`config.mk`:
```
export PLATFORM = sky130hd
export DESIGN_NAME = dm_arbiter_flat
export DESIGN_NICKNAME = d
export VERILOG_FILES = /design/src/rtl/dm_arbiter_if.sv /design/src/rtl/dm_arbiter.sv /design/src/flat_wrapper.sv
export SDC_FILE = /design/constraint.sdc
export NUM_CORES = 1
export LEC_CHECK = 0
export BUFFER_PORTS_ARGS = -buffer_cell sky130_fd_sc_hd__buf_2
export CORE_AREA = 5 5 155 157
export DETAILED_ROUTE_END_ITERATION = 10
export DIE_AREA = 0 0 160 162
export PLACE_DENSITY = 0.78
export SYNTH_ARGS = -nofsm -noshare
export SYNTH_HDL_FRONTEND = slang
export SYNTH_SLANG_ARGS = --single-unit
export TNS_END_PERCENT = 1
```
`constraint.sdc`:
```
create_clock -name clk -period 2.1 [get_ports clk]
set_input_delay 0.105 -clock clk [delete_from_list [all_inputs] [get_ports clk]]
set_output_delay 0.105 -clock clk [all_outputs]
set_load 0.03 [all_outputs]
```
`src/rtl/dm_arbiter_if.sv`:
```
// Requester-side (M0/M1) and data-memory-side signals of the DM arbiter.
interface dm_arbiter_if;
  localparam int unsigned DW = 32;
  localparam int unsigned BW = DW / 8;

  logic          m0_req;
  logic          m0_we;
  logic [BW-1:0] m0_be;
  logic [DW-1:0] m0_addr;
  logic [DW-1:0] m0_wdata;
  logic [DW-1:0] m0_pc;
  logic          m0_ack;
  logic [DW-1:0] m0_rdata;

  logic          m1_req;
  logic          m1_we;
  logic [BW-1:0] m1_be;
  logic [DW-1:0] m1_addr;
  logic [DW-1:0] m1_wdata;
  logic [DW-1:0] m1_pc;
  logic          m1_ack;
  logic [DW-1:0] m1_rdata;

  logic          mem_we;
  logic [DW-1:0] mem_addr;
  logic [DW-1:0] mem_wd;
  logic [DW-1:0] mem_pc;
  logic [DW-1:0] mem_rdata;
  logic          busy;

  modport slave (
    input  m0_req, m0_we, m0_be, m0_addr, m0_wdata, m0_pc,
    output m0_ack, m0_rdata,
    input  m1_req, m1_we, m1_be, m1_addr, m1_wdata, m1_pc,
    output m1_ack, m1_rdata,
    output mem_we, mem_addr, mem_wd, mem_pc,
    input  mem_rdata,
    output busy
  );

  modport master (
    output m0_req, m0_we, m0_be, m0_addr, m0_wdata, m0_pc,
    input  m0_ack, m0_rdata,
    output m1_req, m1_we, m1_be, m1_addr, m1_wdata, m1_pc,
    input  m1_ack, m1_rdata,
    input  mem_we, mem_addr, mem_wd, mem_pc,
    output mem_rdata,
    input  busy
  );
endinterface

```
`src/rtl/dm_arbiter.sv`:
```
// Two-master arbiter for the single-port data memory; partial-word stores
// are performed as an atomic read-modify-write.
module dm_arbiter #(
  parameter bit RR_EN = 1'b1
) (
  input logic         clk,
  input logic         reset,
  dm_arbiter_if.slave bus
);
  localparam int unsigned DW = 32;
  localparam int unsigned BW = DW / 8;

  typedef enum logic [2:0] {IDLE, ACC, RMW_RD, RMW_WR, RESP} state_t;

  state_t        state_q, state_d;
  logic          last_q, last_d;   // 1: M1 was granted most recently
  logic          sel_q, sel_d;     // 1: M1 owns the current access
  logic          we_q, we_d;
  logic [BW-1:0] be_q, be_d;
  logic [DW-1:0] wdata_q, wdata_d;

  logic          mem_we_q, mem_we_d;
  logic [DW-1:0] mem_addr_q, mem_addr_d;
  logic [DW-1:0] mem_wd_q, mem_wd_d;
  logic [DW-1:0] mem_pc_q, mem_pc_d;
  logic          m0_ack_q, m0_ack_d;
  logic          m1_ack_q, m1_ack_d;
  logic [DW-1:0] m0_rdata_q, m0_rdata_d;
  logic [DW-1:0] m1_rdata_q, m1_rdata_d;
  logic          busy_q, busy_d;

  logic          grant_m1;
  logic          req_we;
  logic [BW-1:0] req_be;
  logic [DW-1:0] req_addr, req_wdata, req_pc;
  logic [DW-1:0] merged;

  // Winner selection, request mux and byte-lane merge for RMW
  always_comb begin
    grant_m1 = 1'b0;
    if (bus.m0_req && bus.m1_req) begin
      grant_m1 = RR_EN ? ~last_q : 1'b0;
    end else begin
      grant_m1 = bus.m1_req;
    end
    req_we    = grant_m1 ? bus.m1_we    : bus.m0_we;
    req_be    = grant_m1 ? bus.m1_be    : bus.m0_be;
    req_addr  = grant_m1 ? bus.m1_addr  : bus.m0_addr;
    req_wdata = grant_m1 ? bus.m1_wdata : bus.m0_wdata;
    req_pc    = grant_m1 ? bus.m1_pc    : bus.m0_pc;

    merged = bus.mem_rdata;
    for (int unsigned i = 0; i < BW; i++) begin
      if (be_q[i]) merged[8*i +: 8] = wdata_q[8*i +: 8];
    end
  end

  // Next-state and next-output logic
  always_comb begin
    state_d    = state_q;
    last_d     = last_q;
    sel_d      = sel_q;
    we_d       = we_q;
    be_d       = be_q;
    wdata_d    = wdata_q;
    mem_we_d   = 1'b0;
    mem_addr_d = mem_addr_q;
    mem_wd_d   = mem_wd_q;
    mem_pc_d   = mem_pc_q;
    m0_ack_d   = 1'b0;
    m1_ack_d   = 1'b0;
    m0_rdata_d = m0_rdata_q;
    m1_rdata_d = m1_rdata_q;

    case (state_q)
      IDLE: begin
        if (bus.m0_req || bus.m1_req) begin
          sel_d      = grant_m1;
          last_d     = grant_m1;
          we_d       = req_we;
          be_d       = req_be;
          wdata_d    = req_wdata;
          mem_addr_d = req_addr & ~DW'(3);
          mem_pc_d   = req_pc;
          if (req_we && (req_be == '1)) begin
            mem_we_d = 1'b1;
            mem_wd_d = req_wdata;
          end
          if (req_we && (req_be != '0) && (req_be != '1)) begin
            state_d = RMW_RD;
          end else begin
            state_d = ACC;
          end
        end
      end
      ACC: begin
        if (!we_q) begin
          if (sel_q) m1_rdata_d = bus.mem_rdata;
          else       m0_rdata_d = bus.mem_rdata;
        end
        m0_ack_d = ~sel_q;
        m1_ack_d = sel_q;
        state_d  = RESP;
      end
      RMW_RD: begin
        mem_we_d = 1'b1;
        mem_wd_d = merged;
        state_d  = RMW_WR;
      end
      RMW_WR: begin
        m0_ack_d = ~sel_q;
        m1_ack_d = sel_q;
        state_d  = RESP;
      end
      RESP: begin
        state_d = IDLE;
      end
      default: begin
        state_d = IDLE;
      end
    endcase

    busy_d = (state_d != IDLE);
  end

  always_ff @(posedge clk) begin
    if (reset) begin
      state_q    <= IDLE;
      last_q     <= 1'b1;
      sel_q      <= 1'b0;
      we_q       <= 1'b0;
      be_q       <= '0;
      wdata_q    <= '0;
      mem_we_q   <= 1'b0;
      mem_addr_q <= '0;
      mem_wd_q   <= '0;
      mem_pc_q   <= '0;
      m0_ack_q   <= 1'b0;
      m1_ack_q   <= 1'b0;
      m0_rdata_q <= '0;
      m1_rdata_q <= '0;
      busy_q     <= 1'b0;
    end else begin
      state_q    <= state_d;
      last_q     <= last_d;
      sel_q      <= sel_d;
      we_q       <= we_d;
      be_q       <= be_d;
      wdata_q    <= wdata_d;
      mem_we_q   <= mem_we_d;
      mem_addr_q <= mem_addr_d;
      mem_wd_q   <= mem_wd_d;
      mem_pc_q   <= mem_pc_d;
      m0_ack_q   <= m0_ack_d;
      m1_ack_q   <= m1_ack_d;
      m0_rdata_q <= m0_rdata_d;
      m1_rdata_q <= m1_rdata_d;
      busy_q     <= busy_d;
    end
  end

  assign bus.mem_we   = mem_we_q;
  assign bus.mem_addr = mem_addr_q;
  assign bus.mem_wd   = mem_wd_q;
  assign bus.mem_pc   = mem_pc_q;
  assign bus.m0_ack   = m0_ack_q;
  assign bus.m1_ack   = m1_ack_q;
  assign bus.m0_rdata = m0_rdata_q;
  assign bus.m1_rdata = m1_rdata_q;
  assign bus.busy     = busy_q;

endmodule
```
`src/flat_wrapper.sv`:
```
// flat-port wrapper written by rule: the top's interface ports become plain ports
module dm_arbiter_flat 
#(
  parameter bit RR_EN = 1'b1
)
  (clk, reset, bus_m0_req, bus_m0_we, bus_m0_be, bus_m0_addr, bus_m0_wdata, bus_m0_pc, bus_m0_ack, bus_m0_rdata, bus_m1_req, bus_m1_we, bus_m1_be, bus_m1_addr, bus_m1_wdata, bus_m1_pc, bus_m1_ack, bus_m1_rdata, bus_mem_we, bus_mem_addr, bus_mem_wd, bus_mem_pc, bus_mem_rdata, bus_busy);
  dm_arbiter_if bus_i ();
  input logic clk;
  input logic reset;
  input wire logic [$bits(bus_i.m0_req)-1:0] bus_m0_req;
  input wire logic [$bits(bus_i.m0_we)-1:0] bus_m0_we;
  input wire logic [$bits(bus_i.m0_be)-1:0] bus_m0_be;
  input wire logic [$bits(bus_i.m0_addr)-1:0] bus_m0_addr;
  input wire logic [$bits(bus_i.m0_wdata)-1:0] bus_m0_wdata;
  input wire logic [$bits(bus_i.m0_pc)-1:0] bus_m0_pc;
  output wire logic [$bits(bus_i.m0_ack)-1:0] bus_m0_ack;
  output wire logic [$bits(bus_i.m0_rdata)-1:0] bus_m0_rdata;
  input wire logic [$bits(bus_i.m1_req)-1:0] bus_m1_req;
  input wire logic [$bits(bus_i.m1_we)-1:0] bus_m1_we;
  input wire logic [$bits(bus_i.m1_be)-1:0] bus_m1_be;
  input wire logic [$bits(bus_i.m1_addr)-1:0] bus_m1_addr;
  input wire logic [$bits(bus_i.m1_wdata)-1:0] bus_m1_wdata;
  input wire logic [$bits(bus_i.m1_pc)-1:0] bus_m1_pc;
  output wire logic [$bits(bus_i.m1_ack)-1:0] bus_m1_ack;
  output wire logic [$bits(bus_i.m1_rdata)-1:0] bus_m1_rdata;
  output wire logic [$bits(bus_i.mem_we)-1:0] bus_mem_we;
  output wire logic [$bits(bus_i.mem_addr)-1:0] bus_mem_addr;
  output wire logic [$bits(bus_i.mem_wd)-1:0] bus_mem_wd;
  output wire logic [$bits(bus_i.mem_pc)-1:0] bus_mem_pc;
  input wire logic [$bits(bus_i.mem_rdata)-1:0] bus_mem_rdata;
  output wire logic [$bits(bus_i.busy)-1:0] bus_busy;
  assign bus_i.m0_req = bus_m0_req;
  assign bus_i.m0_we = bus_m0_we;
  assign bus_i.m0_be = bus_m0_be;
  assign bus_i.m0_addr = bus_m0_addr;
  assign bus_i.m0_wdata = bus_m0_wdata;
  assign bus_i.m0_pc = bus_m0_pc;
  assign bus_m0_ack = bus_i.m0_ack;
  assign bus_m0_rdata = bus_i.m0_rdata;
  assign bus_i.m1_req = bus_m1_req;
  assign bus_i.m1_we = bus_m1_we;
  assign bus_i.m1_be = bus_m1_be;
  assign bus_i.m1_addr = bus_m1_addr;
  assign bus_i.m1_wdata = bus_m1_wdata;
  assign bus_i.m1_pc = bus_m1_pc;
  assign bus_m1_ack = bus_i.m1_ack;
  assign bus_m1_rdata = bus_i.m1_rdata;
  assign bus_mem_we = bus_i.mem_we;
  assign bus_mem_addr = bus_i.mem_addr;
  assign bus_mem_wd = bus_i.mem_wd;
  assign bus_mem_pc = bus_i.mem_pc;
  assign bus_i.mem_rdata = bus_mem_rdata;
  assign bus_busy = bus_i.busy;
  dm_arbiter #(.RR_EN(RR_EN)) u_core (.clk(clk), .reset(reset), .bus(bus_i));
endmodule
```
==> flow_metrics.env <==
export IMPL_vias=10200
export IMPL_cp_data_arrival_time_ns=2.39
export IMPL_start_util=0.419
export IMPL_cp_required_ns=2.50
export IMPL_synthesis_area_sq_mm=0.00937
export IMPL_ys_flop_type="dfxtp_1"
export IMPL_ys_top_cells_by_area="dfxtp_1, mux2i_1, nand2_1"
export IMPL_seq_area_sq_mm=0.00408
export IMPL_n_fill_cell=1677
export IMPL_slew_violations=0
export IMPL_overflow=0
export IMPL_ant_nets=0
export IMPL_maxCapViolations=0
export IMPL_grt_max_degree=79
export IMPL_wl_per_cell_um=20.2
export IMPL_wirelength_mm=37.6
export IMPL_max_slew_margin=0.579
export IMPL_yosysWarnings=0
export IMPL_min_path_type="primary input to flip-flop"
export IMPL_hold_depth=3
export IMPL_die_w_um=160
export IMPL_synth_edf_count=0
export IMPL_power_density_mw_per_mm2=881
export IMPL_core_sq_mm=0.0224
export IMPL_ys_async_sr_fraction=0
export IMPL_synth_seq_cells=204
export IMPL_reg2regPathDepth=6
export IMPL_finalHoldViolCount=1
export IMPL_firstDrtPassIters=5
export IMPL_nets=1800
export IMPL_violations="negative hold slack"
export IMPL_clkTransAtPathRegs_ns=0.06
export IMPL_reg2reg_from="u_core.last_q$_SDFFE_PP1P_"
export IMPL_hpwl_mm=23.2
export IMPL_io_pins=402
export IMPL_avgSynthCellArea_sq_um=9.11
export IMPL_end_kind="flip-flop"
export IMPL_crit_start="u_core.last_q$_SDFFE_PP1P_"
export IMPL_grt_pass1_wl_mm=58.2
export IMPL_yosysMostFrequentCell="dfxtp_1"
export IMPL_core_rowCount=55
export IMPL_finalCritPeriodShare=0.950
export IMPL_htree_levels=1
export IMPL_synth_distinct_cells=39
export IMPL_path_class="flip-flop to flip-flop"
export IMPL_synthToLayoutAreaGrowth_pct=51.9
export IMPL_antenna_found_initial=2
export IMPL_cts_buffer_depth=3
export IMPL_yosys_area_top_type="dfxtp_1"
export IMPL_grt_pass1_vias=10600
export IMPL_rsz0062_at_grt="false"
export IMPL_vias_per_cell=5.45
export IMPL_post_route_util=0.636
export IMPL_multi_input_area_sq_mm=0.00487
export IMPL_root_buffer="clkbuf_16"
export IMPL_cp_max_fo=25
export IMPL_cts_tree="done"
export IMPL_setup_viol=0
export IMPL_first_iter_violations=769
export IMPL_die_h_um=162
export IMPL_cts_buffers=23
export IMPL_gp_congestion=0.859
export IMPL_postSynthCellCount=1028
export IMPL_timing_rr_end="u_core.bus.mem_addr[30]$_SDFFE_PP0P_"
export IMPL_startpoint_type="flip-flop"
export IMPL_clkLatencyLatePin_ns=0.51
export IMPL_hold_ws_ns=-0.0234
export IMPL_status="finished with violations"
export IMPL_drc=0
export IMPL_yosysTopAreaCellShare=0.436
export IMPL_worst_r2r_setup_slack_ns=0.11
export IMPL_cts_sinks=204
export IMPL_power_leakage_nw=6.36
export IMPL_vdd_drop_max_uv=641
export IMPL_pre_cts_ws_ns=0.185
export IMPL_finalCriticalPeriod_ns=1.99
export IMPL_fin_tns_setup_ns=0
export IMPL_tightest_slew_ns=0.631
export IMPL_dieArea_sq_mm=0.0259
export IMPL_drive_gt1_frac=0.364
export IMPL_crit_end="u_core.bus.mem_addr[30]$_SDFFE_PP0P_"
export IMPL_max_clock_freq_mhz=501
export IMPL_io_buffers=395
export IMPL_final_setup_worst_slack_ns=0.106
export IMPL_finClkSkew_ns=0.0211
export IMPL_seq_area_frac_synth=0.436
export IMPL_grt_usage=0.273
export IMPL_netlist_top_cells_count="dfxtp_1, nand2_1, nor2_1"
## registers in the layout, summed over array words and instances (netlist names)
register,flops
u_core.bus.mem_pc,32
u_core.be_q,4
u_core.wdata_q,32
u_core.we_q,1
u_core.bus.mem_wd,32
u_core.bus.m0_rdata,32
u_core.last_q,1
u_core.bus.m1_ack,1
u_core.bus.m1_rdata,32
u_core.bus.busy,1
u_core.state_q,3
u_core.sel_q,1
u_core.bus.m0_ack,1
u_core.bus.mem_addr,30
u_core.bus.mem_we,1
## through the flow
stage / cells / total power [mW] / area (sq um) / hold slack (ns)
3_5_place_dp: 1646 / 8.13 / 11700 / 0.377
5_1_grt: 1864 / 13.1 / 14200 / 0.00287
2_1_floorplan: 1029 / 6.95 / 9370 / 0.241
6_report: 1864 / 12.5 / 14200 / -0.0234
4_1_cts: 1858 / 12.5 / 14200 / 0.0000676
3_3_place_gp: 1646 / 8.04 / 11700 / 0.370
## layer usage
layer  track usage  vias to the layer above  wire length [um]
li1              -                     4699                 -
met1         0.322                     4789             14400
met2         0.488                      538             18800
met3        0.0543                      134              2770
met4         0.112                        0              1600
met5             0                        -                 0
## cell type report
cell class	instances	share of cell area
flip-flops and latches	204	0.287
repair buffers	606	0.291
multi-input cells	726	0.342
clock buffers	29	0.0456
clock inverters	11	0.00801
inverters	1	0.000264
diodes	2	0.000352
well taps	285	0.0251
## critical path, cell delays in order (launching register included)
cell and delay, ns:
dfxtp_1 0.34, a21boi_4 0.18, buf_4 0.17, buf_12 0.22
mux2i_1 0.11, dlygate4sd3_1 0.59, a211oi_1 0.28
## repair_timing
item | in CTS | in global routing
setup buffers | 0 | 3
gates resized for setup | 0 | 1
hold endpoints to repair | 170 | 0
setup endpoints to repair | 0 | 35
hold buffers | 172 | 0
## worst min-delay path by stage
stage	slack, ns	end	start
global placement	0.37	u_core.bus.m0_rdata[13]$_SDFFE_PP0P_	bus_mem_rdata[13]
floorplan	0.24	u_core.bus.m1_rdata[30]$_SDFFE_PP0P_	bus_mem_rdata[30]
CTS	0.00007	u_core.wdata_q[7]$_SDFFE_PP0P_	bus_m1_wdata[7]
detailed placement	0.38	u_core.bus.m1_rdata[18]$_SDFFE_PP0P_	bus_mem_rdata[18]
global route	0.003	u_core.bus.mem_addr[25]$_SDFFE_PP0P_	bus_m1_addr[25]
finish	-0.02	u_core.bus.mem_addr[24]$_SDFFE_PP0P_	bus_m0_addr[24]
## cell families (layout without fill, tap and decap cells)
logic type,after synthesis,after routing,synth area share
compound gates,208,208,0.170
other cells,1,4,0.000400
buf+inv,99,647,0.0492
simple gates,353,353,0.162
mux,163,163,0.183
flops,204,204,0.436
## cells in the final DEF (no fill, tap or decap), drive strengths merged, types with 2 or more instances in the layout
cell and n:
diode 2, buf 433, o21ai 2, conb 2
a21oi 68, nor4 2, dlygate4sd3 172, nor3b 34
nor4b 2, and4 2, o211ai 32, clkbuf 30
nor2 105, bufinv 2, nand2b 2, clkinv 6
nand2 196, and2 2, nor2b 3, o21bai 2
a211oi 67, dfxtp 204, mux2 64, mux2i 99
inv 2, clkinvlp 2, o221ai 32
## power by group
part | switching (mW) | internal [mW]
clock | 1.64 | 2.42
combinational | 2.28 | 1.54
sequential | 0.303 | 4.35
total | 4.23 | 8.31
No activity file was read; power rests on OpenSTA's default activity.
